File: src/rtl/clkdiv_ctrl_pkg.sv
// Shared types and sizing helpers for the CLKDIV alignment sequencer.
package clkdiv_ctrl_pkg;

    typedef enum logic [2:0] {
        ST_IDLE   = 3'd0,
        ST_RESET  = 3'd1,
        ST_SETTLE = 3'd2,
        ST_CHECK  = 3'd3,
        ST_CALIB  = 3'd4,
        ST_LOCKED = 3'd5,
        ST_FAIL   = 3'd6
    } state_t;

    localparam int DEF_RST_CYCLES    = 4;
    localparam int DEF_SETTLE_CYCLES = 8;
    localparam int DEF_CHECK_CYCLES  = 4;
    localparam int DEF_MAX_CALIB     = 3;
    localparam int DEF_LOSS_CYCLES   = 16;

    // Bits needed to hold values 0..max_value, never less than one.
    function automatic int cnt_width(input int max_value);
        return (max_value < 1) ? 1 : $clog2(max_value + 1);
    endfunction

    function automatic int timer_width(input int rst_cycles, input int settle_cycles);
        int max_load;
        max_load = (rst_cycles > settle_cycles) ? rst_cycles - 1 : settle_cycles - 1;
        return cnt_width(max_load);
    endfunction

endpackage

File: src/rtl/clkdiv_align_ctrl_if.sv
// Bring-up handshake and CLKDIV pin bundle; slave = sequencer, master = bring-up logic.
interface clkdiv_align_ctrl_if
    import clkdiv_ctrl_pkg::*;
#(
    parameter int MAX_CALIB = DEF_MAX_CALIB
);
    localparam int CW = cnt_width(MAX_CALIB);

    logic          start;
    logic          align_ok;
    logic          clkdiv_resetn;
    logic          clkdiv_calib;
    logic          busy;
    logic          locked;
    logic          fail;
    logic [CW-1:0] calib_count;

    modport master (
        output start, align_ok,
        input  clkdiv_resetn, clkdiv_calib, busy, locked, fail, calib_count
    );

    modport slave (
        input  start, align_ok,
        output clkdiv_resetn, clkdiv_calib, busy, locked, fail, calib_count
    );

endinterface

File: src/rtl/clkdiv_ctrl_timer.sv
// Loadable down-counter that stops at zero; zero flag is decoded from the count register.
module clkdiv_ctrl_timer #(
    parameter int WIDTH = 4
) (
    input  logic             clk,
    input  logic             rst,
    input  logic             load,
    input  logic [WIDTH-1:0] load_value,
    output logic             zero
);

    logic [WIDTH-1:0] count;

    // NOTE: sequential state uses non-blocking assignments so every register samples pre-edge values.
    always_ff @(posedge clk) begin
        if (rst) begin
            count <= '0;
        end else if (load) begin
            count <= load_value;
        end else if (count != '0) begin
            count <= count - WIDTH'(1);
        end
    end

    assign zero = (count == '0);

endmodule

File: src/rtl/clkdiv_align_ctrl.sv
// Reset/settle/check/calibrate sequencer for one CLKDIV primitive, all outputs registered.
// Optional auto-relock on sustained alignment loss: define CLKDIV_ALIGN_RELOCK_EN.
module clkdiv_align_ctrl
    import clkdiv_ctrl_pkg::*;
#(
    parameter int RST_CYCLES    = DEF_RST_CYCLES,
    parameter int SETTLE_CYCLES = DEF_SETTLE_CYCLES,
    parameter int CHECK_CYCLES  = DEF_CHECK_CYCLES,
    parameter int MAX_CALIB     = DEF_MAX_CALIB
`ifdef CLKDIV_ALIGN_RELOCK_EN
    , parameter int LOSS_CYCLES = DEF_LOSS_CYCLES
`endif
) (
    input  logic                clk,
    input  logic                rst,
    clkdiv_align_ctrl_if.slave  bus
);

    localparam int TW = timer_width(RST_CYCLES, SETTLE_CYCLES);
    localparam int CW = cnt_width(MAX_CALIB);
    localparam int GW = cnt_width(CHECK_CYCLES);

    state_t        state;
    logic          resetn_q;
    logic          calib_q;
    logic          busy_q;
    logic          locked_q;
    logic          fail_q;
    logic [CW-1:0] calib_cnt;
    logic [GW-1:0] good_cnt;

    logic          restart;
    logic          loss_trip;
    logic          t_load;
    logic [TW-1:0] t_value;
    logic          t_zero;

`ifdef CLKDIV_ALIGN_RELOCK_EN
    localparam int LW = cnt_width(LOSS_CYCLES);
    logic [LW-1:0] loss_cnt;

    assign loss_trip = (state == ST_LOCKED) && !bus.align_ok
                       && (loss_cnt == LW'(LOSS_CYCLES - 1));
`else
    assign loss_trip = 1'b0;
`endif

    // A start is honoured only outside the busy window; a relock reuses the same entry path.
    always_comb begin
        // NOTE: defaulting every always_comb output first keeps the block free of inferred latches.
        restart = 1'b0;
        if (bus.start && (state == ST_IDLE || state == ST_LOCKED || state == ST_FAIL)) begin
            restart = 1'b1;
        end
        if (loss_trip) begin
            restart = 1'b1;
        end
    end

    always_comb begin
        t_load  = 1'b0;
        t_value = TW'(RST_CYCLES - 1);
        if (restart) begin
            t_load  = 1'b1;
            t_value = TW'(RST_CYCLES - 1);
        end else if ((state == ST_RESET && t_zero) || state == ST_CALIB) begin
            t_load  = 1'b1;
            t_value = TW'(SETTLE_CYCLES - 1);
        end
    end

    clkdiv_ctrl_timer #(
        .WIDTH (TW)
    ) u_timer (
        .clk        (clk),
        .rst        (rst),
        .load       (t_load),
        .load_value (t_value),
        .zero       (t_zero)
    );

    always_ff @(posedge clk) begin
        if (rst) begin
            state     <= ST_IDLE;
            resetn_q  <= 1'b0;
            calib_q   <= 1'b0;
            busy_q    <= 1'b0;
            locked_q  <= 1'b0;
            fail_q    <= 1'b0;
            calib_cnt <= '0;
            good_cnt  <= '0;
`ifdef CLKDIV_ALIGN_RELOCK_EN
            loss_cnt  <= '0;
`endif
        end else if (restart) begin
            state     <= ST_RESET;
            resetn_q  <= 1'b0;
            calib_q   <= 1'b0;
            busy_q    <= 1'b1;
            locked_q  <= 1'b0;
            fail_q    <= 1'b0;
            calib_cnt <= '0;
        end else begin
            calib_q <= 1'b0;
            case (state)
                ST_RESET: begin
                    if (t_zero) begin
                        state    <= ST_SETTLE;
                        resetn_q <= 1'b1;
                    end
                end
                ST_SETTLE: begin
                    if (t_zero) begin
                        state    <= ST_CHECK;
                        good_cnt <= '0;
                    end
                end
                ST_CHECK: begin
                    if (bus.align_ok) begin
                        if (good_cnt == GW'(CHECK_CYCLES - 1)) begin
                            state    <= ST_LOCKED;
                            busy_q   <= 1'b0;
                            locked_q <= 1'b1;
`ifdef CLKDIV_ALIGN_RELOCK_EN
                            loss_cnt <= '0;
`endif
                        end else begin
                            good_cnt <= good_cnt + GW'(1);
                        end
                    end else if (calib_cnt < CW'(MAX_CALIB)) begin
                        state   <= ST_CALIB;
                        calib_q <= 1'b1;
                    end else begin
                        state  <= ST_FAIL;
                        busy_q <= 1'b0;
                        fail_q <= 1'b1;
                    end
                end
                ST_CALIB: begin
                    state <= ST_SETTLE;
                    if (calib_cnt < CW'(MAX_CALIB)) begin
                        calib_cnt <= calib_cnt + CW'(1);
                    end
                end
                ST_LOCKED: begin
`ifdef CLKDIV_ALIGN_RELOCK_EN
                    // Any good sample forgives earlier misses; only an unbroken run trips relock.
                    if (bus.align_ok) begin
                        loss_cnt <= '0;
                    end else begin
                        loss_cnt <= loss_cnt + LW'(1);
                    end
`endif
                end
                ST_IDLE, ST_FAIL: begin
                end
                default: begin
                    state    <= ST_IDLE;
                    resetn_q <= 1'b0;
                    busy_q   <= 1'b0;
                    locked_q <= 1'b0;
                    fail_q   <= 1'b0;
                end
            endcase
        end
    end

    assign bus.clkdiv_resetn = resetn_q;
    assign bus.clkdiv_calib  = calib_q;
    assign bus.busy          = busy_q;
    assign bus.locked        = locked_q;
    assign bus.fail          = fail_q;
    assign bus.calib_count   = calib_cnt;

endmodule

File: src/flat_wrapper.sv
// flat-port wrapper written by rule: the top's interface ports become plain ports
module clkdiv_align_ctrl_flat import clkdiv_ctrl_pkg::*;
#(
    parameter int RST_CYCLES    = DEF_RST_CYCLES,
    parameter int SETTLE_CYCLES = DEF_SETTLE_CYCLES,
    parameter int CHECK_CYCLES  = DEF_CHECK_CYCLES,
    parameter int MAX_CALIB     = DEF_MAX_CALIB

)
  (clk, rst, bus_start, bus_align_ok, bus_clkdiv_resetn, bus_clkdiv_calib, bus_busy, bus_locked, bus_fail, bus_calib_count);
  clkdiv_align_ctrl_if #(.MAX_CALIB(MAX_CALIB)) bus_i ();
  input  logic clk;
  input  logic rst;
  input wire logic [$bits(bus_i.start)-1:0] bus_start;
  input wire logic [$bits(bus_i.align_ok)-1:0] bus_align_ok;
  output wire logic [$bits(bus_i.clkdiv_resetn)-1:0] bus_clkdiv_resetn;
  output wire logic [$bits(bus_i.clkdiv_calib)-1:0] bus_clkdiv_calib;
  output wire logic [$bits(bus_i.busy)-1:0] bus_busy;
  output wire logic [$bits(bus_i.locked)-1:0] bus_locked;
  output wire logic [$bits(bus_i.fail)-1:0] bus_fail;
  output wire logic [$bits(bus_i.calib_count)-1:0] bus_calib_count;
  assign bus_i.start = bus_start;
  assign bus_i.align_ok = bus_align_ok;
  assign bus_clkdiv_resetn = bus_i.clkdiv_resetn;
  assign bus_clkdiv_calib = bus_i.clkdiv_calib;
  assign bus_busy = bus_i.busy;
  assign bus_locked = bus_i.locked;
  assign bus_fail = bus_i.fail;
  assign bus_calib_count = bus_i.calib_count;
  clkdiv_align_ctrl #(.RST_CYCLES(RST_CYCLES), .SETTLE_CYCLES(SETTLE_CYCLES), .CHECK_CYCLES(CHECK_CYCLES), .MAX_CALIB(MAX_CALIB)) u_core (.clk(clk), .rst(rst), .bus(bus_i));
endmodule
File: config.mk
export PLATFORM = sky130hd
export DESIGN_NAME = clkdiv_align_ctrl_flat
export DESIGN_NICKNAME = d
export VERILOG_FILES = /design/src/rtl/clkdiv_ctrl_pkg.sv /design/src/rtl/clkdiv_align_ctrl_if.sv /design/src/rtl/clkdiv_ctrl_timer.sv /design/src/rtl/clkdiv_align_ctrl.sv /design/src/flat_wrapper.sv
export SDC_FILE = /design/constraint.sdc
export NUM_CORES = 1
export LEC_CHECK = 0
export BUFFER_PORTS_ARGS = -buffer_cell sky130_fd_sc_hd__buf_2
export CAP_MARGIN = 10
export CORE_MARGIN = 1
export CORE_UTILIZATION = 48
export DETAILED_ROUTE_END_ITERATION = 16
export GPL_TIMING_DRIVEN = 0
export PLACE_DENSITY = 0.7
export SKIP_LAST_GASP = 1
export SLEW_MARGIN = 30
export SYNTH_ARGS = -nofsm -noshare
export SYNTH_HDL_FRONTEND = slang
export SYNTH_SLANG_ARGS = --single-unit
File: constraint.sdc
create_clock -name clk -period 1.5 [get_ports clk]
set_input_delay 0.15 -clock clk [delete_from_list [all_inputs] [get_ports clk]]
set_output_delay 0.15 -clock clk [all_outputs]
set_load 0.03 [all_outputs]
# After elaboration in Yosys (flattened, before gate mapping)
# Cells that the tools add are included.
[classes]
n_addsub = 3
magnitude_cmp = 1
n_eq_ne = 21
muxes = 32
bitwise = 5
reduce_logical = 23
[ops]
columns = ["op", "count"]
rows = [
  ["two-way mux 3 bit", 11],
  ["case mux 3 bit (5 select lines)", 1],
  ["two-way mux 1 bit", 14],
  ["OR reduction 6 bit", 2],
  ["!= test 2 x 1 -> 1 bit (second input constant)", 5],
  ["equality test 3 x 2 -> 1 bit (second input constant)", 3],
  ["equality test 3 bit (second input constant)", 3],
  ["AND reduction 3 bit", 3],
  ["!= test 2 bit (second input constant)", 4],
  ["case mux 1 bit (2 select lines)", 4],
  ["AND reduction 4 bit", 2],
  ["logical NOT 3 bit", 2],
  ["!= test 3 x 1 -> 1 bit (second input constant)", 2],
  ["case mux 3 bit (2 select lines)", 1],
  ["NOT 1 bit", 5],
  ["AND reduction 5 bit", 1],
  ["!= test 4 x 2 -> 1 bit (second input constant)", 1],
  ["!= test 4 x 3 -> 1 bit (second input constant)", 1],
  ["AND reduction 2 bit", 2],
  ["nonzero test 2 bit", 2],
  ["OR reduction 4 bit", 1],
  ["adder 3 x 1 -> 3 bit (second input constant)", 1],
  ["equality test 3 x 1 -> 1 bit (second input constant)", 1],
  ["logical OR 1 bit", 3],
  ["9 further kinds", 10],
]
[word_totals]
reg_bits = 16
inputBits = 4
output_inout_bits = 7
elab_cells = 95

# Logic depth before layout (Yosys ltp)
[logic_depth]
ltp_word = 7
mapped_depth = 6
mapped_depth_nobuf = 6

# By module
# Synthesis repeated with hierarchy kept, for this count alone.
[hier_totals]
hier_cells = 110
area_unflattened_um2 = 989.7
[modules_own_cells]
columns = ["mod", "instances", "cells_per_inst", "area_per_inst_um2", "seq_area_each_um2"]
rows = [
  ["clkdiv_align_ctrl", 1, 88, 783.3, 260.2],
  ["clkdiv_ctrl_timer", 1, 22, 206.4, 60.1],
]

# Least setup slack after synthesis
# Ideal clock, no wire load.
[synth_path]
path_kind = "reg2reg"
start = "reg u_core.u_timer.count[0]"
end = "reg u_core.good_cnt[0]"
setup_ps = 129
arrival_ps = 1287
required_time_ps = 1371
setup_slack_ps = 83
stages_incl_launch_ff = 7
n_path_buf = 0
synth_period_minus_slack_ps = 1417
path_cell_list = "dfxtp_1 > inv_1 > ha_1 > or3b_4 > a21oi_4 > nand2b_1 > a21oi_1"
[synth_between]
elab_chain_len = 3
[synth_rtl]
columns = ["item", "line", "source"]
rows = [
  ["from (decl)", "clkdiv_ctrl_timer.sv:12", "logic [WIDTH-1:0] count;"],
  ["from (signal assigned)", "clkdiv_ctrl_timer.sv:19", "count <= load_value;"],
  ["from (signal assigned)", "clkdiv_ctrl_timer.sv:21", "count <= count - WIDTH'(1);"],
  ["logical NOT 3 bit", "clkdiv_ctrl_timer.sv:25", "assign zero = (count == '0);"],
  ["!= test 2 x 1 -> 1 bit (no line)", "-", ""],
  ["AND reduction 5 bit (no line)", "-", ""],
  ["to (signal assigned)", "clkdiv_align_ctrl.sv:128", "good_cnt <= good_cnt + GW'(1);"],
  ["to (decl)", "clkdiv_align_ctrl.sv:30", "logic [GW-1:0] good_cnt;"],
]
# No other way between the ends.
# A chain may end at the register's enable or synchronous reset.

# Worst setup path after layout
[layout_path]
start = "reg u_core.u_timer.count[1]"
end = "reg u_core.good_cnt[2]"
# The elaborated chain is that of the path after synthesis.

==> impl_results.md <==
* Dpl hpwl at 1280 microns
* Peak supply drop at 0.773 mV
* Post-DP Area at 987 sq um
* R2R cell count at 6
* EDFF count, synth at 0
* Min-Delay Endpoint: u_core.bus.clkdiv_calib$_SDFF_PP0_
* Nets at 129
* Pin count of the biggest net entering global routing at 11
* Endpoints failing hold at 0
* Post-CTS Hold Fix Bufs at 0
* DR WL met2 at 849 microns
* Top cells by count, synth: 16 x dfxtp_1, 11 x a21oi_1, 8 x nand2b_1, 8 x nor2_1, 7 x inv_1
* Post-synth net total at 114
* Metal-1 WL at 863 microns
* Core ar. at 1750 sq um
* Maxcap violations at 0
* Slew @ Worst Pin at 0.393 ns
* IO Pins at 11
* Num CTS Buffers at 3
* Fill cell count at 157
* Unrepaired setup endpoints after global routing: true
* Worst EP required at 1.67 ns
* Placed Cells at 139
* Hold path startpoint: bus_align_ok
* Routed Antenna Nets at 0
* FF+latch count, synth at 16
* Fin area at 1090 sq um
* Psw at 0.000559 W
* Reg area at 327 sq um
* Reg-to-Reg Start: u_core.u_timer.count[1]$_SDFFE_PP0P_
* Fin cells at 144
* Number of vias per cell at 5.52
* Routed vias at 795
* Top layer in use: met4
* Htree depth at 1
* Mapped Cells at 105
* Layout cells sized above 1 at 30.3%
* Sequential area share after synthesis at 35.2%
* TritonRoute pass-1 iters at 4
* Internal Power at 0.000976 W
* Vias in the first global route at 704
* Hold path depth at 4
* WL final at 1820 microns
* Crit path kind: reg -> reg
* Proportion of power drawn by the clock network at 18.7%
* Drc violations at 0
* Die width at 45.6 microns
* DIE AREA at 2080 sq um
* Setup crit end kind: register
* Area share of the largest cell type after synthesis at 35.2%
* Inserted Diodes at 0
* Netlist Area Pre-Place at 911 sq um
* Grt ovf at 0
* Async S/R FF share, synth at 0%
* Num rows at 15
* CTS root buf: clkbuf_4
* First-pass GRT wire length at 2910 microns
* Reg clk slew, reported paths at 0.09 ns
* Fmax at 0.686 GHz
* Gr usage total at 19.3%
* Initial antenna violation count at 0
* TritonCTS clock tree: yes
* Clock Sink Count at 16
* Area growth syn-to-layout at 19.8%
* Gpl congestion at 0.780
* DR WL/cell at 12.6 microns
* DR WL met3 at 81 microns
* Cell taking the most area after synthesis: dfxtp_1
* Setup-failing EPs final at 0
* Sw Ratio at 36.4%
* Leakage power at 0.423 nW
* Synth warn at 0
* DR iter-0 viols at 26
* Area of the multi-input gates at 581 sq um
* PD cells at 1410 nW/um^2
* HP Class: in -> reg
* Reg2reg setup slack at 0.04 ns
* Skew final at 0.000721 ns
* Top cells by area, synth: dfxtp_1 35%, ha_1 6.9%, a21oi_1 6.0%, nand2b_1 5.5%, nor2_1 3.3%
* Status: finished clean
* Total chip power at 0.00154 W
* Max FO, Critical Path at 6
* Port bufs at 9
* Synthesized area per cell at 8.67 sq um
* Synth Flop Type: dfxtp_1
* Crit start category: register
* CTS Buffer Depth at 2
* Slew headroom at 73.8%
* RR Endpoint: u_core.good_cnt[2]$_SDFFE_PP0P_
* Top-count cell post-synth: dfxtp_1
* CP Data Arrival Time at 1.63 ns
* Min cycle time layout at 1.46 ns
* Flop pwr share at 37.8%
* Fin crit share at 97.2%
* Skew-Pair Late Insertion Delay at 0.29 ns
* Combinational Power Share at 43.5%
* Die Y-Extent at 45.6 microns
* Yosys cell types at 36
* Max-slew violations at 0
* Initial core utilization at 52.2%
-- cell families (layout without fill, tap and decap cells) --
group / count (synthesis) / count (layout) / share of synthesized area (%)
flops: 16 / 16 / 35.2
buf+inv: 13 / 27 / 7.28
compound gates: 26 / 26 / 20.1
fa+ha+maj: 5 / 5 / 6.87
simple gates: 41 / 41 / 25.8
xor+xnor: 3 / 3 / 3.71
mux: 1 / 1 / 1.10
-- worst max-delay path by stage --
stage / startpoint / slack (ns) / to / cells past startpoint
floorplan: u_core.u_timer.count[0]$_SDFFE_PP0P_ / 0.08 / u_core.good_cnt[0]$_SDFFE_PP0P_ / 6
global placement: u_core.good_cnt[0]$_SDFFE_PP0P_ / -0.03 / u_core.bus.busy$_SDFFE_PP0P_ / 6
detailed placement: u_core.u_timer.count[0]$_SDFFE_PP0P_ / -0.04 / u_core.good_cnt[2]$_SDFFE_PP0P_ / 6
CTS: u_core.good_cnt[0]$_SDFFE_PP0P_ / -0.002 / u_core.bus.busy$_SDFFE_PP0P_ / 6
global route: u_core.u_timer.count[1]$_SDFFE_PP0P_ / -0.04 / u_core.good_cnt[2]$_SDFFE_PP0P_ / 6
finish: u_core.u_timer.count[1]$_SDFFE_PP0P_ / 0.04 / u_core.good_cnt[2]$_SDFFE_PP0P_ / 6
-- layout by cell type, fill, tap and decap left out, drive strengths merged, types with 2 or more instances in the layout --
| master | netlist | final |
|---|---|---|
| a31oi | 2 | 2 |
| nand2 | 5 | 5 |
| o21ai | 3 | 3 |
| ha | 5 | 5 |
| buf | 4 | 13 |
| inv | 7 | 7 |
| a21oi | 12 | 12 |
| nor3 | 6 | 6 |
| nand3b | 3 | 3 |
| clkbuf | 2 | 7 |
| nand2b | 8 | 8 |
| dfxtp | 16 | 16 |
| o32ai | 2 | 2 |
| nor2 | 8 | 8 |
| nor2b | 4 | 4 |
| xnor2 | 3 | 3 |
-- per-layer routing --
layer  GRT usage, %  up-vias
met2           30.3       20
met1           26.9      373
met3           2.38        6
li1               -      396
met4           7.27        0
met5              0        -
-- cell type report --
| class | instances | area share (%) |
|---|---|---|
| inverter | 7 | 2.41 |
| buffer | 5 | 2.98 |
| clock buffer | 4 | 3.33 |
| tap | 25 | 2.87 |
| sequential | 16 | 29.9 |
| timing repair buffer | 11 | 5.28 |
| multi-input combinational | 76 | 53.2 |
-- sequential cells by signal, indices dropped and copies added, names as in the netlist --
register,count
u_core.bus.clkdiv_resetn,1
u_core.bus.locked,1
u_core.bus.calib_count,2
u_core.state,3
u_core.u_timer.count,3
u_core.bus.clkdiv_calib,1
u_core.bus.fail,1
u_core.good_cnt,3
u_core.bus.busy,1
-- power by group through the flow --
stage / clock network (W) / registers, W / logic (W)
final: 0.000287 / 0.000581 / 0.000668
after global routing: 0.000306 / 0.000595 / 0.000741
after CTS: 0.000294 / 0.000536 / 0.000642
after detailed placement: 0 / 0.000546 / 0.000602
after global placement: 0 / 0.000543 / 0.000592
after floorplan: 0 / 0.000563 / 0.000474
-- through the flow --
stage               utilization (%)  hold slack (ns)  setup slack (ns)  TNS (ns)
finish                         62.5            0.222            0.0416         0
global route                   62.5            0.246           -0.0389   -0.0797
CTS                            59.4            0.203          -0.00161  -0.00161
detailed placement             56.6            0.461           -0.0372    -0.132
global placement               56.6            0.453           -0.0320   -0.0415
floorplan                         -            0.332            0.0832         0
-- timing repair --
item / in CTS / in global routing
gates resized for setup: 3 / 16
pin swaps: 2 / 4
setup endpoints to repair: 5 / 10
setup buffers: 0 / 1
gates cloned: 0 / 1
hold endpoints to repair: 0 / 0
-- critical path, stage by stage (launching register included) --
cell and delay (ns):
dfxtp_2 0.33, inv_2 0.07, ha_4 0.15, or3b_4 0.39, a21oi_4 0.21, nand2b_1 0.14, a21oi_1 0.06
(Power assumes the default switching activity.)
